`src/rtl/snake_state_regfile.sv`:
```
// rtl/snake_state_regfile.sv - snake game-state register file with read port and board-fill engine
//
// Purpose:
//   Holds NUM_CELLS small board cells and NUM_WORDS full-width state words for
//   the snake processor. All state is presented on one flat bus for the VGA
//   renderer. A registered random-access read port and a hardware fill engine
//   are included; the fill engine sweeps every cell to one value, one cell per
//   cycle, without CPU involvement.
//
// Ports:
//   clock       - single clock, all state updates on the rising edge
//   reset       - synchronous, active-high; clears all state and aborts a fill
//   enable      - write strobe for index/value_in
//   index       - write address (cells first, then words)
//   value_in    - write data; cells keep only the low CELL_BITS
//   rd_index    - read address
//   rd_data     - registered read data, cells zero-extended, 0 when out of range
//   fill_start  - single-cycle pulse that starts a board fill
//   fill_value  - value written to every cell by the fill
//   fill_busy   - fill engine active (SWEEP or DONE)
//   fill_done   - one-cycle pulse when a fill completes
//   wr_err      - one-cycle pulse, the previous cycle's write was dropped
//   value_out   - flat view of all cells followed by all words

module snake_state_regfile #(
  parameter int CELL_BITS = 2,
  parameter int NUM_CELLS = 100,
  parameter int NUM_WORDS = 8,
  parameter int WORD_BITS = 32,
  parameter int IDX_BITS  = 32
) (
  input  logic                                           clock,
  input  logic                                           reset,
  input  logic                                           enable,
  input  logic [IDX_BITS-1:0]                            index,
  input  logic [WORD_BITS-1:0]                           value_in,
  input  logic [IDX_BITS-1:0]                            rd_index,
  output logic [WORD_BITS-1:0]                           rd_data,
  input  logic                                           fill_start,
  input  logic [CELL_BITS-1:0]                           fill_value,
  output logic                                           fill_busy,
  output logic                                           fill_done,
  output logic                                           wr_err,
  output logic [NUM_CELLS*CELL_BITS+NUM_WORDS*WORD_BITS-1:0] value_out
);

  localparam int NUM_ENTRIES = NUM_CELLS + NUM_WORDS;
  localparam int PTR_BITS    = (NUM_CELLS > 1) ? $clog2(NUM_CELLS) : 1;
  localparam logic [PTR_BITS-1:0] LAST_PTR = PTR_BITS'(NUM_CELLS - 1);

  typedef enum logic [1:0] {
    IDLE  = 2'd0,
    SWEEP = 2'd1,
    DONE  = 2'd2
  } fill_state_t;

  fill_state_t           state;
  fill_state_t           next_state;
  logic [PTR_BITS-1:0]   ptr;
  logic [CELL_BITS-1:0]  fill_latch;

  logic [CELL_BITS-1:0]  cells [NUM_CELLS];
  logic [WORD_BITS-1:0]  words [NUM_WORDS];

  logic                  in_cells;
  logic                  in_range;
  logic                  cell_wr;
  logic                  word_wr;
  logic                  wr_drop;
  logic                  sweep_wr;
  logic [WORD_BITS-1:0]  rd_mux;

  // Address decode. Cell writes collide with the sweep, so they are refused
  // for the whole time the engine is busy; words are never touched by the
  // sweep and stay writable.
  always_comb begin
    in_cells = (index < IDX_BITS'(NUM_CELLS));
    in_range = (index < IDX_BITS'(NUM_ENTRIES));
    cell_wr  = enable && in_cells && !fill_busy;
    word_wr  = enable && in_range && !in_cells;
    wr_drop  = enable && (!in_range || (in_cells && fill_busy));
    sweep_wr = (state == SWEEP);
  end

  // Fill FSM state register plus sweep pointer and latched fill value.
  always_ff @(posedge clock) begin
    if (reset) begin
      state      <= IDLE;
      ptr        <= '0;
      fill_latch <= '0;
    end else begin
      state <= next_state;
      case (state)
        IDLE: begin
          if (fill_start) begin
            ptr        <= '0;
            fill_latch <= fill_value;
          end
        end
        SWEEP: begin
          // Hold on the last cell so the pointer never wraps.
          if (ptr != LAST_PTR) begin
            ptr <= ptr + PTR_BITS'(1);
          end
        end
        default: begin
        end
      endcase
    end
  end

  // Fill FSM next-state and outputs.
  always_comb begin
    next_state = state;
    fill_busy  = (state != IDLE);
    fill_done  = 1'b0;
    case (state)
      IDLE: begin
        if (fill_start) begin
          next_state = SWEEP;
        end
      end
      SWEEP: begin
        if (ptr == LAST_PTR) begin
          next_state = DONE;
        end
      end
      DONE: begin
        fill_done  = 1'b1;
        next_state = IDLE;
      end
      default: begin
        next_state = IDLE;
      end
    endcase
  end

  // Cell storage. The sweep and CPU writes never target a cell on the same
  // edge because CPU cell writes are blocked while busy; the sweep is given
  // priority anyway to keep the intent obvious.
  always_ff @(posedge clock) begin
    if (reset) begin
      for (int i = 0; i < NUM_CELLS; i++) begin
        cells[i] <= '0;
      end
    end else begin
      for (int i = 0; i < NUM_CELLS; i++) begin
        if (sweep_wr && (ptr == PTR_BITS'(i))) begin
          cells[i] <= fill_latch;
        end else if (cell_wr && (index == IDX_BITS'(i))) begin
          cells[i] <= value_in[CELL_BITS-1:0];
        end
      end
    end
  end

  // State word storage.
  always_ff @(posedge clock) begin
    if (reset) begin
      for (int j = 0; j < NUM_WORDS; j++) begin
        words[j] <= '0;
      end
    end else begin
      for (int j = 0; j < NUM_WORDS; j++) begin
        if (word_wr && (index == IDX_BITS'(NUM_CELLS + j))) begin
          words[j] <= value_in;
        end
      end
    end
  end

  // Read mux over pre-edge contents; anything unmatched reads as zero.
  always_comb begin
    rd_mux = '0;
    for (int i = 0; i < NUM_CELLS; i++) begin
      if (rd_index == IDX_BITS'(i)) begin
        rd_mux = WORD_BITS'(cells[i]);
      end
    end
    for (int j = 0; j < NUM_WORDS; j++) begin
      if (rd_index == IDX_BITS'(NUM_CELLS + j)) begin
        rd_mux = words[j];
      end
    end
  end

  always_ff @(posedge clock) begin
    if (reset) begin
      rd_data <= '0;
      wr_err  <= 1'b0;
    end else begin
      rd_data <= rd_mux;
      wr_err  <= wr_drop;
    end
  end

  // Flat bus: cells in the low bits, words above them.
  for (genvar g = 0; g < NUM_CELLS; g++) begin : g_cell_bus
    assign value_out[CELL_BITS*g +: CELL_BITS] = cells[g];
  end

  for (genvar g = 0; g < NUM_WORDS; g++) begin : g_word_bus
    assign value_out[NUM_CELLS*CELL_BITS + WORD_BITS*g +: WORD_BITS] = words[g];
  end

endmodule

```
`config.mk`:
```
export PLATFORM = sky130hd
export DESIGN_NAME = snake_state_regfile
export DESIGN_NICKNAME = d
export VERILOG_FILES = /design/src/rtl/snake_state_regfile.sv
export SDC_FILE = /design/constraint.sdc
export NUM_CORES = 1
export LEC_CHECK = 0
export CAP_MARGIN = 20
export CORE_UTILIZATION = 40
export CTS_BUF_LIST = sky130_fd_sc_hd__clkbuf_4 sky130_fd_sc_hd__clkbuf_8 sky130_fd_sc_hd__clkbuf_16
export DETAILED_ROUTE_END_ITERATION = 8
export DONT_BUFFER_PORTS = 1
export GPL_TIMING_DRIVEN = 1
export HOLD_SLACK_MARGIN = 0.06
export SLEW_MARGIN = 0
export SYNTH_ARGS = -nofsm -noshare
export SYNTH_HDL_FRONTEND = slang
export SYNTH_SLANG_ARGS = --single-unit
```
`constraint.sdc`:
```
create_clock -name clock -period 9.15 [get_ports clock]
set_clock_uncertainty 0.2 [all_clocks]
set_input_delay 2.745 -clock clock [delete_from_list [all_inputs] [get_ports clock]]
set_output_delay 2.745 -clock clock [all_outputs]
set_load 0.01 [all_outputs]
```
Word level (Yosys, flattened, before mapping). Memory sizes are Yosys's and may differ from the RTL's. Index checks and enable logic that the tools add are counted.

Register bits after elaboration: 44. Bits in latches: 0. Bits in writable memories: 456. Memory bits (read-only): 0. Output and inout bits: 491. Logic and storage cells: 1813. Memories kept: 2.

Memories: words (depth 8, width 32, rd ports 8, clocked after memory_dff 0, wr ports 8, line 63) `logic [WORD_BITS-1:0] words [NUM_WORDS];`; cells (depth 100, width 2, rd ports 100, clocked after memory_dff 0, wr ports 100, line 62) `logic [CELL_BITS-1:0] cells [NUM_CELLS];`.

$add $sub $neg: 1. Multipliers: 0. Divide/modulo/power cells: 0. Order comparisons: 2. Equal/unequal tests: 319. Shifts and indexed selects: 0. Mux-type cells: 1049. Bitwise gates (word level): 208. Reduce and logical (&&, ||, !) cells: 227.

Operator list (count): 32-bit 2-to-1 mux (115); 32-bit by 7-bit == test with 1-bit output, second input constant (88); 32-bit by 6-bit == test with 1-bit output, second input constant (64); 32-bit by 5-bit == test with 1-bit output, second input constant (32); 1-bit 2-to-1 mux (727); 32-bit by 4-bit == test with 1-bit output, second input constant (16); 2-bit 2-to-1 mux (203); 32-bit by 3-bit == test with 1-bit output, second input constant (8); 7-bit == test, second input constant (36); 7-bit by 6-bit == test with 1-bit output, second input constant (32); 1-bit logical AND (214); 1-bit OR (208); 32-bit by 2-bit == test with 1-bit output, second input constant (4); 7-bit by 5-bit == test with 1-bit output, second input constant (16); 32-bit by 1-bit == test with 1-bit output, second input constant (2); 32-bit logical NOT (2); 32-bit by 7-bit less-than comparator with 1-bit output, second input constant (2); 7-bit by 4-bit == test with 1-bit output, second input constant (8); 7-bit by 3-bit == test with 1-bit output, second input constant (4); 7-bit by 2-bit == test with 1-bit output, second input constant (2); 7-bit 2-to-1 mux (2); 7-bit case mux with 2 select lines (1); 7-bit by 1-bit adder with 7-bit output, second input constant (1); 7-bit by 1-bit == test with 1-bit output, second input constant (1); 13 further kinds (18).

Longest topological paths before layout.
Word-level depth: 109. Gate-level depth with buffers: 15. Gate-level depth less buffers: 10.

Least setup slack after synthesis. No wires, ideal clock.

Path type: input port to flip-flop. From: input rd_index[17]. To: register rd_data[1]. Arrival: 5515 ps. Data required time: 8832 ps. Slack: 3316 ps. Stages: 11. Cells stage by stage: or4_4 -> or4b_1 -> or2_0 -> buf_2 -> or3_1 -> o32a_1 -> a311oi_1 -> o311a_1 -> o221ai_2 -> a211oi_2 -> o31ai_2.

Longest elaborated chain between the ends: 109.

Ends and longest elaborated chain: start: declaration (line 37) `input logic [IDX_BITS-1:0] rd_index,`; 32-bit logical NOT (line 176) `if (rd_index == IDX_BITS'(i)) begin`; 2-bit 2-to-1 mux (line 176); 32-bit 2-to-1 mux (99 in a row) (line 176); 32-bit 2-to-1 mux (7 in a row) (line 181) `if (rd_index == IDX_BITS'(NUM_CELLS + j)) begin`; 32-bit 2-to-1 mux (*) (line 181); end signal: assignment (line 192) `rd_data <= rd_mux;`; end: declaration (line 38) `output logic [WORD_BITS-1:0] rd_data,`.

Every way passes the cells marked *; elsewhere a longest branch is shown, timed or not. A chain may end at the register's enable or synchronous reset.

==> impl_metrics.json <==
{
  "worstSetupEndpointType": "flip-flop",
  "initial_core_util": 0.4056,
  "path_buf_inv": 0,
  "total_power_mw": 5.395,
  "cts-resized-gates": 0,
  "fin_ws_ps": 2717,
  "crit_fanout": 33,
  "die_h_um": 249.6,
  "post-cts-setup-buffers": 0,
  "place_ws_ps": 1995,
  "synth_fp_nets": 2438,
  "maxSlewViolCount": 0,
  "track_usage": 0.3521,
  "worst_pin_slew_ps": 1299,
  "slew_headroom": 0.1335,
  "antenna_found_initial": 2,
  "required_ps": 9240,
  "syn_to_final_growth_pct": 10.05,
  "synth_edf_count": 456,
  "clockBufferDepth": 3,
  "seq_area_frac_synth": 0.5942,
  "outcome": "finished clean",
  "setup_viol": 0,
  "postSynthCellCount": 2332,
  "timing.final.crit_share": 0.7031,
  "placed_area_mm2": 0.02506,
  "grt_pass1_wl_mm": 156.4,
  "max_freq_mhz": 155.4,
  "worstPathCellList": "nor4_1 -> nand4_1 -> nor4_1 -> and4_1 -> o2111a_1 -> nand3_2 -> nand2b_2",
  "insertion_delay_ps": 660,
  "crit_family": "simple AND/OR/NAND/NOR gates",
  "synth_warnings": 0,
  "drt-total-wl_mm": 114.1,
  "grt.overflow.total": 0,
  "final_net_count": 2323,
  "cts_max_level": 2,
  "hold_violations": 0,
  "port_buffers": 0,
  "rsz0062_at_grt": "no",
  "cts_tree": "done",
  "io-pin-count": 593,
  "syn_avg_cell_area_um2": 10.52,
  "rows": 90,
  "fin_tns_setup_ps": 0,
  "die_x_um": 249.6,
  "hold_path.class": "reg -> reg",
  "utilization": 0.4463,
  "vias": 21362,
  "layout-drive-gt1-share": 0.08813,
  "numCtsBuffers": 54,
  "synthArstFlopShare": 0,
  "p_per_area_mw_per_mm2": 199.9,
  "drtAntennaViolNets": 0,
  "synth_cell_types": 76,
  "hold_buffers": 0,
  "core-area_mm2": 0.06047,
  "vias_per_cell": 7.022,
  "finish.instance_area_mm2": 0.02699,
  "rrSetupSlack_ps": 5770,
  "place.gp.congestion": 1.004,
  "wl_per_cell_um": 37.50,
  "peakVddDrop_mv": 0.2290,
  "dr.pass1.iters": 6,
  "worst_path_most_repeated_cell": "nor4_1",
  "ys_seq_elements": 500,
  "min_period_ps": 6433,
  "cts_root_buffer": "clkbuf_16",
  "grt_pass1_vias": 19654,
  "synth_ff_type": "edfxtp_1",
  "syn_area_mm2": 0.02453,
  "path_class": "in -> reg",
  "cts.clk_slew.worst_paths_ps": 60,
  "dp.final_hpwl_mm": 79.67,
  "die-area_mm2": 0.06231,
  "cts.sinks": 500,
  "drt_drc_violations_left": 0,
  "critPathLaunchType": "input port",
  "cp_slowest_stage_delay_ps": 970,
  "grt_max_degree": 192,
  "fillCellCount": 5610,
  "critPathArrivalTime_ps": 6520,
  "maxCapViolCount": 0,
  "p_leak_nw": 8.503,
  "first_iter_violations": 3033,
  "cp_slowest_cell": "nand2b_2"
}
==> tightest hold or removal path, cell delays in order, from the launching register on <==
cell     delay [ps]
dfxtp_1         340
nand2_1          70
a21oi_1          60
==> area by class of cell <==
| class | instances | area [um^2] | share of cell area |
|---|---|---|---|
| Sequential cell | 500 | 14570 | 0.5400 |
| Multi-Input combinational cell | 1576 | 9035 | 0.3347 |
| Clock buffer | 74 | 1545 | 0.05725 |
| Tap cell | 782 | 978.4 | 0.03625 |
| Clock inverter | 23 | 365.4 | 0.01354 |
| Timing Repair Buffer | 42 | 326.6 | 0.01210 |
| Inverter | 43 | 161.4 | 0.005980 |
| Antenna cell | 2 | 5.005 | 0.0001854 |
==> worst paths after layout <==
| path | start | end | depth (start not counted) |
|---|---|---|---|
| min reg2reg | fill_latch[0] | fill_latch[0] | 2 |
| min | fill_latch[0] | fill_latch[0] | 2 |
| max reg2reg | state[0] | cells[1][41] | 7 |
| max | index[22] | words[0][58] | 7 |
==> per-layer routing <==
| layer | GRT usage | share of wire |
|---|---|---|
| met5 | 0 | 0 |
| met4 | 0.1586 | 0.052 |
| met3 | 0.1392 | 0.14 |
| met2 | 0.5325 | 0.44 |
| met1 | 0.4428 | 0.36 |
==> cells in the final DEF (no fill, tap or decap), types with 40 or more instances in the layout <==
cell type | netlist | routed
nand2_1 | 183 | 183
a211oi_1 | 45 | 45
nor2_1 | 288 | 280
inv_1 | 43 | 43
o21ai_0 | 215 | 215
dfxtp_1 | 44 | 44
a22oi_1 | 47 | 47
edfxtp_1 | 456 | 456
buf_4 | 6 | 40
nand2b_1 | 50 | 43
o22ai_1 | 171 | 171
a21oi_1 | 167 | 167
clkbuf_16 | 0 | 54
==> cells in the mapped netlist, types with 8 or more instances <==
library cell | number | share of area
o21ai_0 | 215 | 0.044
nor2_1 | 288 | 0.044
mux2_2 | 18 | 0.0083
a211oi_1 | 45 | 0.014
o22ai_1 | 171 | 0.044
nor3_1 | 31 | 0.0063
nand2b_1 | 50 | 0.013
nand3_1 | 31 | 0.0063
a21oi_1 | 167 | 0.034
a221oi_1 | 22 | 0.0079
o211ai_1 | 8 | 0.0024
o32ai_1 | 10 | 0.0036
a31oi_1 | 29 | 0.0074
buf_1 | 19 | 0.0029
a2111oi_0 | 8 | 0.0029
nor2b_1 | 33 | 0.0084
edfxtp_1 | 456 | 0.56
inv_1 | 43 | 0.0066
clkbuf_1 | 176 | 0.027
or2_2 | 9 | 0.0023
and2_1 | 15 | 0.0038
dfxtp_1 | 44 | 0.036
nand4_1 | 8 | 0.0020
buf_2 | 12 | 0.0024
a22o_1 | 21 | 0.0075
mux2i_1 | 32 | 0.013
nor4_1 | 16 | 0.0041
a22oi_1 | 47 | 0.014
nand2_1 | 183 | 0.028
==> cells by family after synthesis <==
kind of cell               synth area share
AOI/OAI and AO/OA                    0.2025
and+or+nand+nor                      0.1332
DFF                                  0.5942
buffers and inverters               0.04071
muxes                               0.02592
xor gates and xnor gates           0.001429
adders and majority gates          0.002041
==> sequential cells by signal (all words and copies together), names as in the netlist <==
signal,flops
cells,200
state,2
ptr,7
fill_latch,2
words,256
rd_data,32
wr_err,1
==> through the flow <==
step | hold WS [ps] | instances
floorplan | 245.2 | 2332
global placement | 292.4 | 2941
detailed placement | 293.5 | 2942
CTS | 303.7 | 3039
global route | 323.3 | 3040
finish | 314.1 | 3042
==> power breakdown <==
group	leakage, nW	internal [mW]	switching [mW]
registers	4.85	2.61	0.190
logic	2.70	0.0669	0.171
clock network	0.945	1.39	0.976
No activity file was read; power rests on OpenSTA's default activity.
